**config.mk**
```make
export PLATFORM = sky130hd
export DESIGN_NAME = cache_ctrl_2way
export DESIGN_NICKNAME = d
export VERILOG_FILES = /design/src/rtl/cache_pkg.sv /design/src/rtl/cache_burst_cnt.sv /design/src/rtl/cache_ctrl_2way.sv
export SDC_FILE = /design/constraint.sdc
export NUM_CORES = 1
export LEC_CHECK = 0
export CAP_MARGIN = 30
export CORE_MARGIN = 2
export CORE_UTILIZATION = 35
export DETAILED_ROUTE_END_ITERATION = 16
export MAX_ROUTING_LAYER = met4
export PLACE_DENSITY = 0.7
export SLEW_MARGIN = 10
export SYNTH_ARGS = -nofsm -noshare
export SYNTH_HDL_FRONTEND = slang
export SYNTH_SLANG_ARGS = --single-unit
```
**constraint.sdc**
```tcl
create_clock -name clk -period 1.4 [get_ports clk]
set_input_delay 0.14 -clock clk [delete_from_list [all_inputs] [get_ports clk]]
set_output_delay 0.14 -clock clk [all_outputs]
set_load 0.03 [all_outputs]
```
**src/rtl/cache_pkg.sv**
```systemverilog
// Shared types and constants for the 2-way set-associative cache controller.
package cache_pkg;

  typedef enum logic [2:0] {
    IDLE,
    LOOKUP,
    WRITEBACK,
    REFILL,
    UPDATE
  } state_t;

  localparam logic WAY_0 = 1'b0;
  localparam logic WAY_1 = 1'b1;

  localparam int unsigned DEF_WORDS_LINE = 4;

endpackage

```
**src/rtl/cache_burst_cnt.sv**
```systemverilog
// Burst word counter shared by writeback and refill; returns to zero after the
// terminal word so every burst starts at word 0.
module cache_burst_cnt
  import cache_pkg::*;
#(
  parameter int unsigned WORDS_LINE = DEF_WORDS_LINE,
  parameter int unsigned WCNT_W     = $clog2(WORDS_LINE)
) (
  input  logic              clk,
  input  logic              rst,
  input  logic              i_inc,
  output logic [WCNT_W-1:0] o_cnt,
  output logic              o_last
);

  localparam logic [WCNT_W-1:0] LAST_IDX = WCNT_W'(WORDS_LINE - 1);

  logic [WCNT_W-1:0] r_cnt;

  always_ff @(posedge clk) begin
    if (rst) begin
      r_cnt <= '0;
    end else if (i_inc) begin
      r_cnt <= o_last ? '0 : r_cnt + WCNT_W'(1);
    end
  end

  assign o_cnt  = r_cnt;
  assign o_last = (r_cnt == LAST_IDX);

endmodule

```
**src/rtl/cache_ctrl_2way.sv**
```systemverilog
// Sequencing FSM for the 2-way set-associative cache: lookup, writeback, refill, tag update.
// Optional hit/miss/writeback counters are built when CACHE_PERF_CNT_EN is defined.
module cache_ctrl_2way
  import cache_pkg::*;
#(
  parameter int unsigned ADDR_W     = 16,
  parameter int unsigned DATA_W     = 32,
  parameter int unsigned WORDS_LINE = DEF_WORDS_LINE,
  parameter int unsigned WCNT_W     = $clog2(WORDS_LINE)
) (
  input  logic              clk,
  input  logic              rst,
  input  logic              cpu_req,
  input  logic              cpu_we,
  output logic              cpu_ack,
  input  logic [1:0]        hit_way,
  input  logic [1:0]        dirty_way,
  input  logic              lru_way,
  output logic              sel_way,
  output logic              tag_we,
  output logic              set_valid,
  output logic              set_dirty,
  output logic              set_used,
  output logic              data_we,
  output logic              fill_sel,
  output logic [WCNT_W-1:0] word_idx,
  output logic              mem_req,
  output logic              mem_we,
  output logic              mem_addr_sel,
  input  logic              mem_ack,
  output logic              busy
`ifdef CACHE_PERF_CNT_EN
  ,
  output logic [31:0]       hit_count,
  output logic [31:0]       miss_count,
  output logic [31:0]       wb_count
`endif
);

  if (WORDS_LINE < 2 || (WORDS_LINE & (WORDS_LINE - 1)) != 0 ||
      DATA_W == 0 || ADDR_W <= WCNT_W) begin : g_cfg_err
    $error("cache_ctrl_2way: illegal parameter set");
  end

  state_t            r_state;
  logic              r_we_q;
  logic              r_sel_way;
  logic              r_cpu_ack;

  logic              w_hit;
  logic              w_hit_sel;
  logic              w_victim_dirty;
  logic              w_burst_inc;
  logic              w_last;
  logic [WCNT_W-1:0] w_cnt;

  // hit_way=11 is illegal; the priority pick falls back to way 0
  assign w_hit          = |hit_way;
  assign w_hit_sel      = hit_way[0] ? WAY_0 : WAY_1;
  assign w_victim_dirty = dirty_way[lru_way];
  assign w_burst_inc    = mem_ack && (r_state == WRITEBACK || r_state == REFILL);

  cache_burst_cnt #(
    .WORDS_LINE(WORDS_LINE),
    .WCNT_W    (WCNT_W)
  ) u_burst_cnt (
    .clk   (clk),
    .rst   (rst),
    .i_inc (w_burst_inc),
    .o_cnt (w_cnt),
    .o_last(w_last)
  );

  // r_cpu_ack blocks re-accepting the still-asserted request in the ack cycle
  always_ff @(posedge clk) begin
    if (rst) begin
      r_state   <= IDLE;
      r_we_q    <= 1'b0;
      r_sel_way <= WAY_0;
      r_cpu_ack <= 1'b0;
    end else begin
      r_cpu_ack <= 1'b0;
      case (r_state)
        IDLE: begin
          if (cpu_req && !r_cpu_ack) begin
            r_state <= LOOKUP;
            r_we_q  <= cpu_we;
          end
        end
        LOOKUP: begin
          if (w_hit) begin
            r_state   <= IDLE;
            r_cpu_ack <= 1'b1;
          end else begin
            r_sel_way <= lru_way;
            r_state   <= w_victim_dirty ? WRITEBACK : REFILL;
          end
        end
        WRITEBACK: if (mem_ack && w_last) r_state <= REFILL;
        REFILL:    if (mem_ack && w_last) r_state <= UPDATE;
        UPDATE: begin
          r_state   <= IDLE;
          r_cpu_ack <= 1'b1;
        end
        default: r_state <= IDLE;
      endcase
    end
  end

  always_comb begin
    sel_way      = WAY_0;
    tag_we       = 1'b0;
    set_valid    = 1'b0;
    set_dirty    = 1'b0;
    set_used     = 1'b0;
    data_we      = 1'b0;
    fill_sel     = 1'b0;
    word_idx     = '0;
    mem_req      = 1'b0;
    mem_we       = 1'b0;
    mem_addr_sel = 1'b0;
    case (r_state)
      LOOKUP: begin
        sel_way = w_hit ? w_hit_sel : lru_way;
        if (w_hit) begin
          tag_we    = 1'b1;
          set_valid = 1'b1;
          set_used  = 1'b1;
          set_dirty = r_we_q | dirty_way[w_hit_sel];
          data_we   = r_we_q;
        end
      end
      WRITEBACK: begin
        sel_way      = r_sel_way;
        mem_req      = 1'b1;
        mem_we       = 1'b1;
        mem_addr_sel = 1'b1;
        word_idx     = w_cnt;
      end
      REFILL: begin
        sel_way  = r_sel_way;
        mem_req  = 1'b1;
        word_idx = w_cnt;
        data_we  = mem_ack;
        fill_sel = mem_ack;
      end
      UPDATE: begin
        sel_way   = r_sel_way;
        tag_we    = 1'b1;
        set_valid = 1'b1;
        set_used  = 1'b1;
        set_dirty = r_we_q;
        data_we   = r_we_q;
      end
      default: ;
    endcase
  end

  assign cpu_ack = r_cpu_ack;
  assign busy    = (r_state != IDLE);

  always_ff @(posedge clk) begin
    if (!rst && r_state == LOOKUP) begin
      assert (hit_way != 2'b11) else $error("cache_ctrl_2way: hit_way=11 in LOOKUP");
    end
  end

`ifdef CACHE_PERF_CNT_EN
  logic [31:0] r_hit_cnt;
  logic [31:0] r_miss_cnt;
  logic [31:0] r_wb_cnt;

  always_ff @(posedge clk) begin
    if (rst) begin
      r_hit_cnt  <= '0;
      r_miss_cnt <= '0;
      r_wb_cnt   <= '0;
    end else if (r_state == LOOKUP) begin
      if (w_hit && r_hit_cnt != '1) r_hit_cnt <= r_hit_cnt + 32'd1;
      if (!w_hit && r_miss_cnt != '1) r_miss_cnt <= r_miss_cnt + 32'd1;
      if (!w_hit && w_victim_dirty && r_wb_cnt != '1) r_wb_cnt <= r_wb_cnt + 32'd1;
    end
  end

  assign hit_count  = r_hit_cnt;
  assign miss_count = r_miss_cnt;
  assign wb_count   = r_wb_cnt;
`endif

endmodule

```
### Yosys cells after proc, flatten, opt, wreduce, memory -nomap -nowiden

Cells that the tools add are included.

* magnitude comparators: 2
* $mul: 0
* reduce and logical (&&, ||, !) cells: 13
* bitwise operators: 2
* equal/unequal tests: 8
* muxes and demuxes: 24
* divide/modulo/power cells: 0
* add/sub/neg operators: 1
* shift-type cells: 0

Operators with widths (count)
* two-way mux 1 bit: 13
* one-hot mux 3 bit (4 select lines): 1
* two-way mux 3 bit: 3
* equality test 3 x 2 -> 1 bit, second input constant: 2
* two-way mux 2 bit: 3
* one-hot mux 1 bit (2 select lines): 3
* less-than comparator 1 x 2 -> 1 bit, second input constant: 2
* inequality test 2 x 1 -> 1 bit, second input constant: 2
* AND reduction 2 bit: 2
* OR reduction 2 bit: 2
* equality test 3 x 1 -> 1 bit, second input constant: 1
* equality test 3 bit, second input constant: 1
* logical AND 1 bit: 3
* zero test 3 bit: 1
* one-hot mux 1 bit (3 select lines): 1
* AND reduction 3 bit: 1
* nonzero test 3 bit: 1
* OR reduction 3 bit: 1
* adder 2 x 1 -> 2 bit, second input constant: 1
* equality test 2 bit, second input constant: 1
* inequality test 2 bit, second input constant: 1
* zero test 1 bit: 1
* logical OR 1 bit: 1
* inverter 1 bit: 1
* OR 1 bit: 1

* latch bits: 0
* output and inout bits: 14
* memories kept: 0
* word-level logic and storage cells: 55
* input bits: 10
* register bits: 8
* memory bits (writable): 0
* bits in read-only memories: 0

### Logic depth before layout (Yosys ltp)

Gate-level depths: netlist of the first run.

* depth in word-level cells: 6
* gate-level depth with buffers: 5

### Modules after synthesis

From an unflattened synthesis of the first run, not the netlist that was laid out.

* cell total of the unflattened synthesis: 64
* area total of the unflattened synthesis: 533.0 sq um

Modules (own cells, without submodules)
* cache_ctrl_2way: sequential area each 120.1 sq um, times used 1, cells each 56, area each 446.7 sq um
* cache_burst_cnt: sequential area each 40.0 sq um, times used 1, cells each 8, area each 86.3 sq um

### Least setup slack after synthesis of the first run

OpenSTA, ideal clock, no wires.

* path kind: flip-flop to output port
* start point: reg r_state[1]
* end point: out mem_we
* stages on the path, launching flop included: 5
* path buffers: 2
* arrival time: 1.514 ns
* slack: -0.254 ns
* cell sequence: dfxtp_1 -> nor2b_4 -> buf_6 -> nor2b_1 -> buf_4

* word-level cells in the longest chain between the ends: 2

RTL lines
* start, declared: RTL line cache_ctrl_2way.sv:45 `state_t r_state;`
* start signal, assigned: RTL line cache_ctrl_2way.sv:96 `r_state <= w_victim_dirty ? WRITEBACK : REFILL;`
* equality test 3 x 2 -> 1 bit
* two-way mux 1 bit
* end, declared: RTL line cache_ctrl_2way.sv:28 `output logic mem_we,`

No other way between the ends.

### Final worst setup path of the first run

* start point: reg r_state[2]
* end point: out set_dirty

* word-level cells in the longest chain between the ends: 2
* elaborated cells on any way between the ends: 3
* those cells by class: 2 x eq/ne; 1 x mux

RTL lines
* equality test 3 bit or equality test 3 x 1 -> 1 bit (tied branches): RTL line cache_ctrl_2way.sv:122 `case (r_state)`
* one-hot mux 1 bit (2 select lines) *: RTL line cache_ctrl_2way.sv:122
* end, declared: RTL line cache_ctrl_2way.sv:22 `output logic set_dirty,`

Mark *: on every way between the ends. The rest lies on a longest branch, timed or not.

==> metrics.md, run 1 <==
| Metric | Value |
|---|---|
| Outcome | `finished with violations` |
| Failing checks | `negative setup slack` |
| Hold WS | `0.4323 ns` |
| Total chip power | `691.2 uW` |
| CP max stage delay | `0.35 ns` |
| Synth warnings | `0` |
| Post-route design area | `915.9 um2` |
| Largest family of logic cells by synthesized area | `simple AND/OR/NAND/NOR gates` |
| DRC Markers | `0` |
| Cell area after synthesis | `518.0 um2` |
| Post-synthesis simple-gate area fraction | `33.82%` |
| Wire per inst | `11.17 um` |
| Mux share of post-synthesis cell area | `5.797%` |
| Root Buffer | `clkbuf_4` |
| Unique masters post-synth | `28` |
| Setup violators final | `9` |
| Gate Count Post-Synth | `68` |
| Overflow after GRT | `0` |
| Synth Net Count | `79` |
| Critical path cell sequence | `inv_4, mux2i_2, buf_4, a32oi_1, nor2_1, buf_4` |
| Cell Pwr Density | `754.7 mW/mm2` |
| Complex-gate fraction of the synthesized area | `16.91%` |
| Die Width | `42.47 um` |
| Syn Area/Cell | `7.618 um2` |
| Starting density of the core | `38.84%` |
| Worst Hold Class | `in -> reg` |
| CP Data Required Time | `1.26 ns` |
| Critical path's most frequent cell | `buf_4` |
| Post-synthesis register bit count | `8` |
| DRT iter0 DRCs | `6` |
| Largest net degree at the start of global routing | `11` |
| Period Utilization, post-route | `106.0%` |
| Leak | `0.4373 nW` |
| PortBufs | `23` |
| Layout Nets | `116` |
| Worst-margin pin slew | `0.3145 ns` |
| Placed cell area | `777.0 um2` |
| Worst Clk Skew | `0.002179 ns` |
| CP max stage cell | `dfxtp_4` |
| Final core utilization | `68.67%` |
| Crit path time final | `1.484 ns` |
| Nature of the critical path endpoint | `output port` |
| Achievable Freq | `674.0 MHz` |
| Ant diodes | `0` |
| RSZ-0062 raised after global routing | `true` |
| Initial antenna violation count | `0` |
| Non-filler cells, final | `118` |
| Fillcell total | `127` |
| # IOs | `24` |
| Most common cell after layout, fill and taps aside | `buf_4` |
| Most frequent cells in the layout | `buf_4 (17), buf_6 (11), nand2_1 (9)` |
| Seq/Total Area, Yosys | `30.92%` |
| Peak VDD IR | `0.0004577 V` |
| Via density | `5.017` |
| Max FO, Critical Path | `3` |
| Synth Area in XOR/XNOR | `0%` |
| Share of layout cells above drive strength 1 | `43.69%` |
| Clk_lat worst skew | `0.25 ns` |
| Depth of the CTS H-tree | `1` |
| Post-DRT Antenna Nets | `0` |
| Clock tree buffer depth | `2` |
| Setup crit start kind | `flip-flop` |
| Reg2Reg Setup Slack | `-0.03 ns` |
| Routability Congestion | `0.7880` |
| Placed cell count | `109` |
| Die ar. | `0.001804 mm2` |
| Fin. max-slew vios | `0` |
| PnR worst setup slack | `-0.08365 ns` |
| Layout area overhead | `76.81%` |
| Drt pass-1 iters | `3` |
| First-pass GRT wire length | `2152 um` |
| CTS tree | `built` |
| Max_cap viols | `0` |
| Final Hold Fails | `0` |
| Std-Cell Rows | `13` |
| Final setup TNS | `-0.3622 ns` |
| Post-DP HPWL | `1028 um` |
| Core area | `0.001334 mm2` |
| Dpl ws | `-0.1588 ns` |
| Worst relative slew slack | `79.00%` |
| Adder-cell share of the synthesized area | `2.415%` |
| CTS sink cnt | `8` |
| DR vias | `592` |
| Setup CP Type | `reg -> out` |
| Clock transition at path regs | `0.05 ns` |
| CP arrival | `1.34 ns` |
| Chip height | `42.47 um` |
| TritonCTS buffer count | `3` |
| Via count of the first global-routing pass | `531` |
| Total global-route track usage | `15.88%` |
| Final wirelength | `1318 um` |
## cell type report
class | instances | area (um2) | area share, %
clock buffer | 3 | 22.52 | 2.459
tap | 15 | 18.77 | 2.049
timing repair buffer | 38 | 351.6 | 38.39
multi-input combinational | 51 | 341.6 | 37.30
sequential | 8 | 167.7 | 18.31
inverter | 3 | 13.76 | 1.503
## Yosys cell counts
master | count | share of area [%]
nor2_1 | 7 | 5.1
a221oi_1 | 1 | 1.7
nor2b_4 | 1 | 2.7
and2_1 | 2 | 2.4
buf_4 | 3 | 4.3
dfxtp_1 | 8 | 31
nand2b_1 | 1 | 1.2
inv_1 | 2 | 1.4
clkbuf_1 | 2 | 1.4
nor4_1 | 1 | 1.2
o21ai_0 | 5 | 4.8
nand3_1 | 3 | 2.9
and2b_4 | 1 | 1.9
inv_2 | 1 | 0.72
nor2b_1 | 2 | 2.4
a21o_1 | 1 | 1.4
a21oi_1 | 4 | 3.9
buf_6 | 1 | 2.2
a22o_1 | 1 | 1.7
a32oi_1 | 1 | 1.7
nand2_1 | 9 | 6.5
mux2i_1 | 3 | 5.8
or3_1 | 1 | 1.2
nand2_4 | 1 | 2.2
nor3_1 | 3 | 2.9
o2111ai_1 | 1 | 1.7
and3_1 | 1 | 1.2
ha_1 | 1 | 2.4
## critical path, delay by kind of cell (launching register included)
kind	cells	cell delay [ns]
buf+inv	3	0.36
flops	1	0.35
mux	1	0.23
simple gates	1	0.12
compound gates	1	0.04
## worst paths after layout
check,start,endpoint,cells after the start
min,cpu_we,r_we_q,3
max reg2reg,r_state[2],u_burst_cnt.o_cnt[0],7
max,r_state[2],set_dirty,6
min reg2reg,u_burst_cnt.o_cnt[1],u_burst_cnt.o_cnt[1],2
## sequential cells by signal, indices dropped and copies added, names as in the netlist
signal and flops:
u_burst_cnt.o_cnt 2, r_sel_way 1, r_state 3, cpu_ack 1, r_we_q 1
## power by group
| part | internal [mW] | switching, mW | total [mW] | leakage [nW] |
|---|---|---|---|---|
| Sequential | 0.239 | 0.0103 | 0.249 | 0.0665 |
| Clock | 0.0978 | 0.0745 | 0.172 | 0.0138 |
| Combinational | 0.132 | 0.138 | 0.270 | 0.357 |
## kinds of logic (layout without fill, tap and decap cells)
family | count (synthesis) | count (layout)
simple gates | 33 | 33
fa+ha+maj | 1 | 1
flops | 8 | 8
buf+inv | 9 | 44
mux | 3 | 3
compound gates | 14 | 14
## layer usage
layer	share of wire, %	global-route usage [%]
met1	39	18.44
met2	53	25.23
met3	6.8	3.017
met4	0.83	9.375
met5	0	-
## repair_timing
item,in CTS,in global routing
hold buffers,0,0
pin swaps,3,1
gates resized for setup,17,10
setup buffers,5,1
endpoints found under the setup margin,8,8
(Power assumes the default switching activity.)
==> run 2, diff against run 1 <==
--- a/config.mk
+++ b/config.mk
@@ -11,7 +11,7 @@
 export DETAILED_ROUTE_END_ITERATION = 16
 export MAX_ROUTING_LAYER = met4
 export PLACE_DENSITY = 0.7
-export SLEW_MARGIN = 10
+export SLEW_MARGIN = 20
 export SYNTH_ARGS = -nofsm -noshare
 export SYNTH_HDL_FRONTEND = slang
 export SYNTH_SLANG_ARGS = --single-unit
==> results of run 2 <==
No change in the layout: final DEF, timing and power equal those of run 1.
==> run 3, diff against run 2 <==
--- a/config.mk
+++ b/config.mk
@@ -11,6 +11,7 @@
 export DETAILED_ROUTE_END_ITERATION = 16
 export MAX_ROUTING_LAYER = met4
 export PLACE_DENSITY = 0.7
+export SETUP_SLACK_MARGIN = 0.05
 export SLEW_MARGIN = 20
 export SYNTH_ARGS = -nofsm -noshare
 export SYNTH_HDL_FRONTEND = slang
==> run 3 against run 2 <==
- wire length is 15% higher
- final cell count is 3.4% higher
- via count is 4.1% higher
- cell area is 9.0% higher
- largest cell class unchanged
- total power is 7.3% higher
- combinational power is 17% higher
- critical endpoint unchanged
- utilization is 6.2 points higher
- global-route usage is 0.54 points higher
- clock power hardly changed
- clock skew is 0.00087 ns higher
- fmax is 0.33% lower
- the run still ends with negative setup slack left
- non-clock buffer count is 4 higher
==> metrics.md, run 3 (synthesized netlist as in run 1, its figures left out) <==
| Metric | Value |
|---|---|
| Starting density of the core | `38.84% (unchanged)` |
| FF+latch area | `167.7 um2 (unchanged)` |
| Setup crit start kind | `flip-flop` |
| Leak | `0.4569 nW (+4.5%)` |
| Most flop-heavy register | `r_state` |
| PortBufs | `23 (unchanged)` |
| Cell Pwr Density | `742.5 mW/mm2 (-1.6%)` |
| Crit path time final | `1.489 ns (+0.004963 ns)` |
| Max_cap viols | `0 (unchanged)` |
| Peak VDD IR | `0.0004786 V (+4.6%)` |
| Clk_lat worst skew | `0.25 ns (about the same)` |
| TritonCTS buffer count | `3 (unchanged)` |
| Worst Clk Skew | `0.003047 ns (+0.0008681 ns)` |
| Worst relative slew slack | `80.31% (+1.3 points)` |
| Std-Cell Rows | `13 (unchanged)` |
| First-pass GRT wire length | `2235 um (+3.9%)` |
| DRC Markers | `0 (unchanged)` |
| DRT iter0 DRCs | `6 (unchanged)` |
| Via density | `5.049 (+0.64%)` |
| Layout Nets | `120 (+3.4%)` |
| Max FO, Critical Path | `3 (unchanged)` |
| Largest net degree at the start of global routing | `11 (unchanged)` |
| Fin. max-slew vios | `0 (unchanged)` |
| Clock tree buffer depth | `2 (unchanged)` |
| DR vias | `616 (+4.1%)` |
| Chip height | `42.47 um (unchanged)` |
| Share of layout cells above drive strength 1 | `49.53% (+5.8 points)` |
| Depth of the CTS H-tree | `1 (unchanged)` |
| Drt pass-1 iters | `4 (+1)` |
| Via count of the first global-routing pass | `546 (+2.8%)` |
| # IOs | `24 (unchanged)` |
| Worst Hold Class | `in -> reg` |
| Most frequent cells in the layout | `buf_6 (17), buf_4 (14), nand2_1 (9)` |
| Worst-margin pin slew | `0.2965 ns (-0.01805 ns)` |
| Routability Congestion | `0.7880 (unchanged)` |
| Cts hold-fix bufs | `0 (unchanged)` |
| Wire per inst | `12.41 um (+11%)` |
| Outcome | `finished with violations` |
| CP Data Required Time | `1.26 ns (about the same)` |
| Core area | `0.001334 mm2 (unchanged)` |
| Area of the multi-input gates | `367.9 um2 (+7.7%)` |
| PnR worst setup slack | `-0.08861 ns (-0.004963 ns)` |
| Die ar. | `0.001804 mm2 (unchanged)` |
| Nature of the critical path endpoint | `output port` |
| Final setup TNS | `-0.5452 ns (-0.1830 ns)` |
| Total chip power | `741.4 uW (+7.3%)` |
| Most common cell after layout, fill and taps aside | `buf_6` |
| Fillcell total | `109 (-14%)` |
| Period Utilization, post-route | `106.3% (+0.35 points)` |
| Root Buffer | `clkbuf_4` |
| Achievable Freq | `671.8 MHz (-0.33%)` |
| Layout area overhead | `92.75%` |
| Setup CP Type | `reg -> out` |
| Failing checks | `negative setup slack` |
| Total global-route track usage | `16.42% (+0.54 points)` |
| RSZ-0062 raised after global routing | `true` |
| Setup violators final | `11 (+2)` |
| Final wirelength | `1514 um (+15%)` |
| Number of flip-flops in the largest register | `3 (unchanged)` |
| Initial antenna violation count | `0 (unchanged)` |
| Clock transition at path regs | `0.05 ns (about the same)` |
| CTS sink cnt | `8 (unchanged)` |
| CTS tree | `built` |
| Post-DP HPWL | `1028 um (unchanged)` |
| Die Width | `42.47 um (unchanged)` |
| Ant diodes | `0 (unchanged)` |
| Post-DRT Antenna Nets | `0 (unchanged)` |
| Overflow after GRT | `0 (unchanged)` |
| CP arrival | `1.35 ns (about the same)` |
| Final Hold Fails | `0 (unchanged)` |
==> run 3: cell types whose count changed in the layout (fill, tap and decap cells not counted), moves of 2 or more <==
cell / change
buf_4: -3
buf_6: +6
and2_4: +2
and2_1: -2
==> run 3: cell type report <==
type                            count  share of cell area (%)
Sequential cell                     8                   16.79
Multi-Input combinational cell     51                   36.84
Inverter                            3                   1.378
Timing Repair Buffer               42                   40.85
Clock buffer                        3                   2.256
Tap cell                           15                   1.880
==> run 3: report_power, final <==
| group | switching (mW) | total [mW] | internal (mW) |
|---|---|---|---|
| clock | 0.0770 | 0.175 | 0.0980 |
| sequential | 0.0123 | 0.251 | 0.239 |
| combinational | 0.153 | 0.315 | 0.162 |
==> run 3: path summary, 6_finish.rpt <==
check | start | to | slack (ns) | depth (start not counted)
worst max-delay path | r_state[2] | set_dirty | -0.09 | 6
worst min-delay path | cpu_we | r_we_q | 0.44 | 3
worst max register to register | r_state[2] | u_burst_cnt.o_cnt[0] | -0.05 | 7
worst min register to register | u_burst_cnt.o_cnt[1] | u_burst_cnt.o_cnt[1] | 0.47 | 2
==> run 3: repair_timing <==
action	4_1_cts	5_1_grt
pin swaps	4	4
endpoints found under the setup margin	12	13
resized for setup	23	19
buffers inserted	5	5
==> run 3: stage by stage <==
step	utilization, %	instance area [um2]	setup slack, ns	instances	hold WS [ns]
after floorplan	-	534.3	0.05090	68	0.2760
after global placement	58.26	777.0	-0.1144	109	0.4662
after detailed placement	58.26	777.0	-0.1588	109	0.4622
after CTS	66.79	890.9	-0.07792	117	0.4301
after global routing	74.86	998.5	-0.1695	122	0.4569
final	74.86	998.5	-0.08861	122	0.4354
==> run 3: per-layer routing <==
| metal | track usage [%] | up-vias | routed length [um] |
|---|---|---|---|
| met5 | - | - | 0 |
| met3 | 3.017 | 2 | 88 |
| met4 | 9.375 | 0 | 11 |
| li1 | - | 311 | - |
| met2 | 27.38 | 16 | 799 |
| met1 | 18.18 | 287 | 614 |
==> run 3: critical path, stage by stage, from the launching register on <==
cell     delay, ns
dfxtp_4       0.35
inv_4         0.05
mux2i_2       0.22
buf_4         0.14
a32oi_1       0.04
nor2_1        0.12
buf_4         0.17
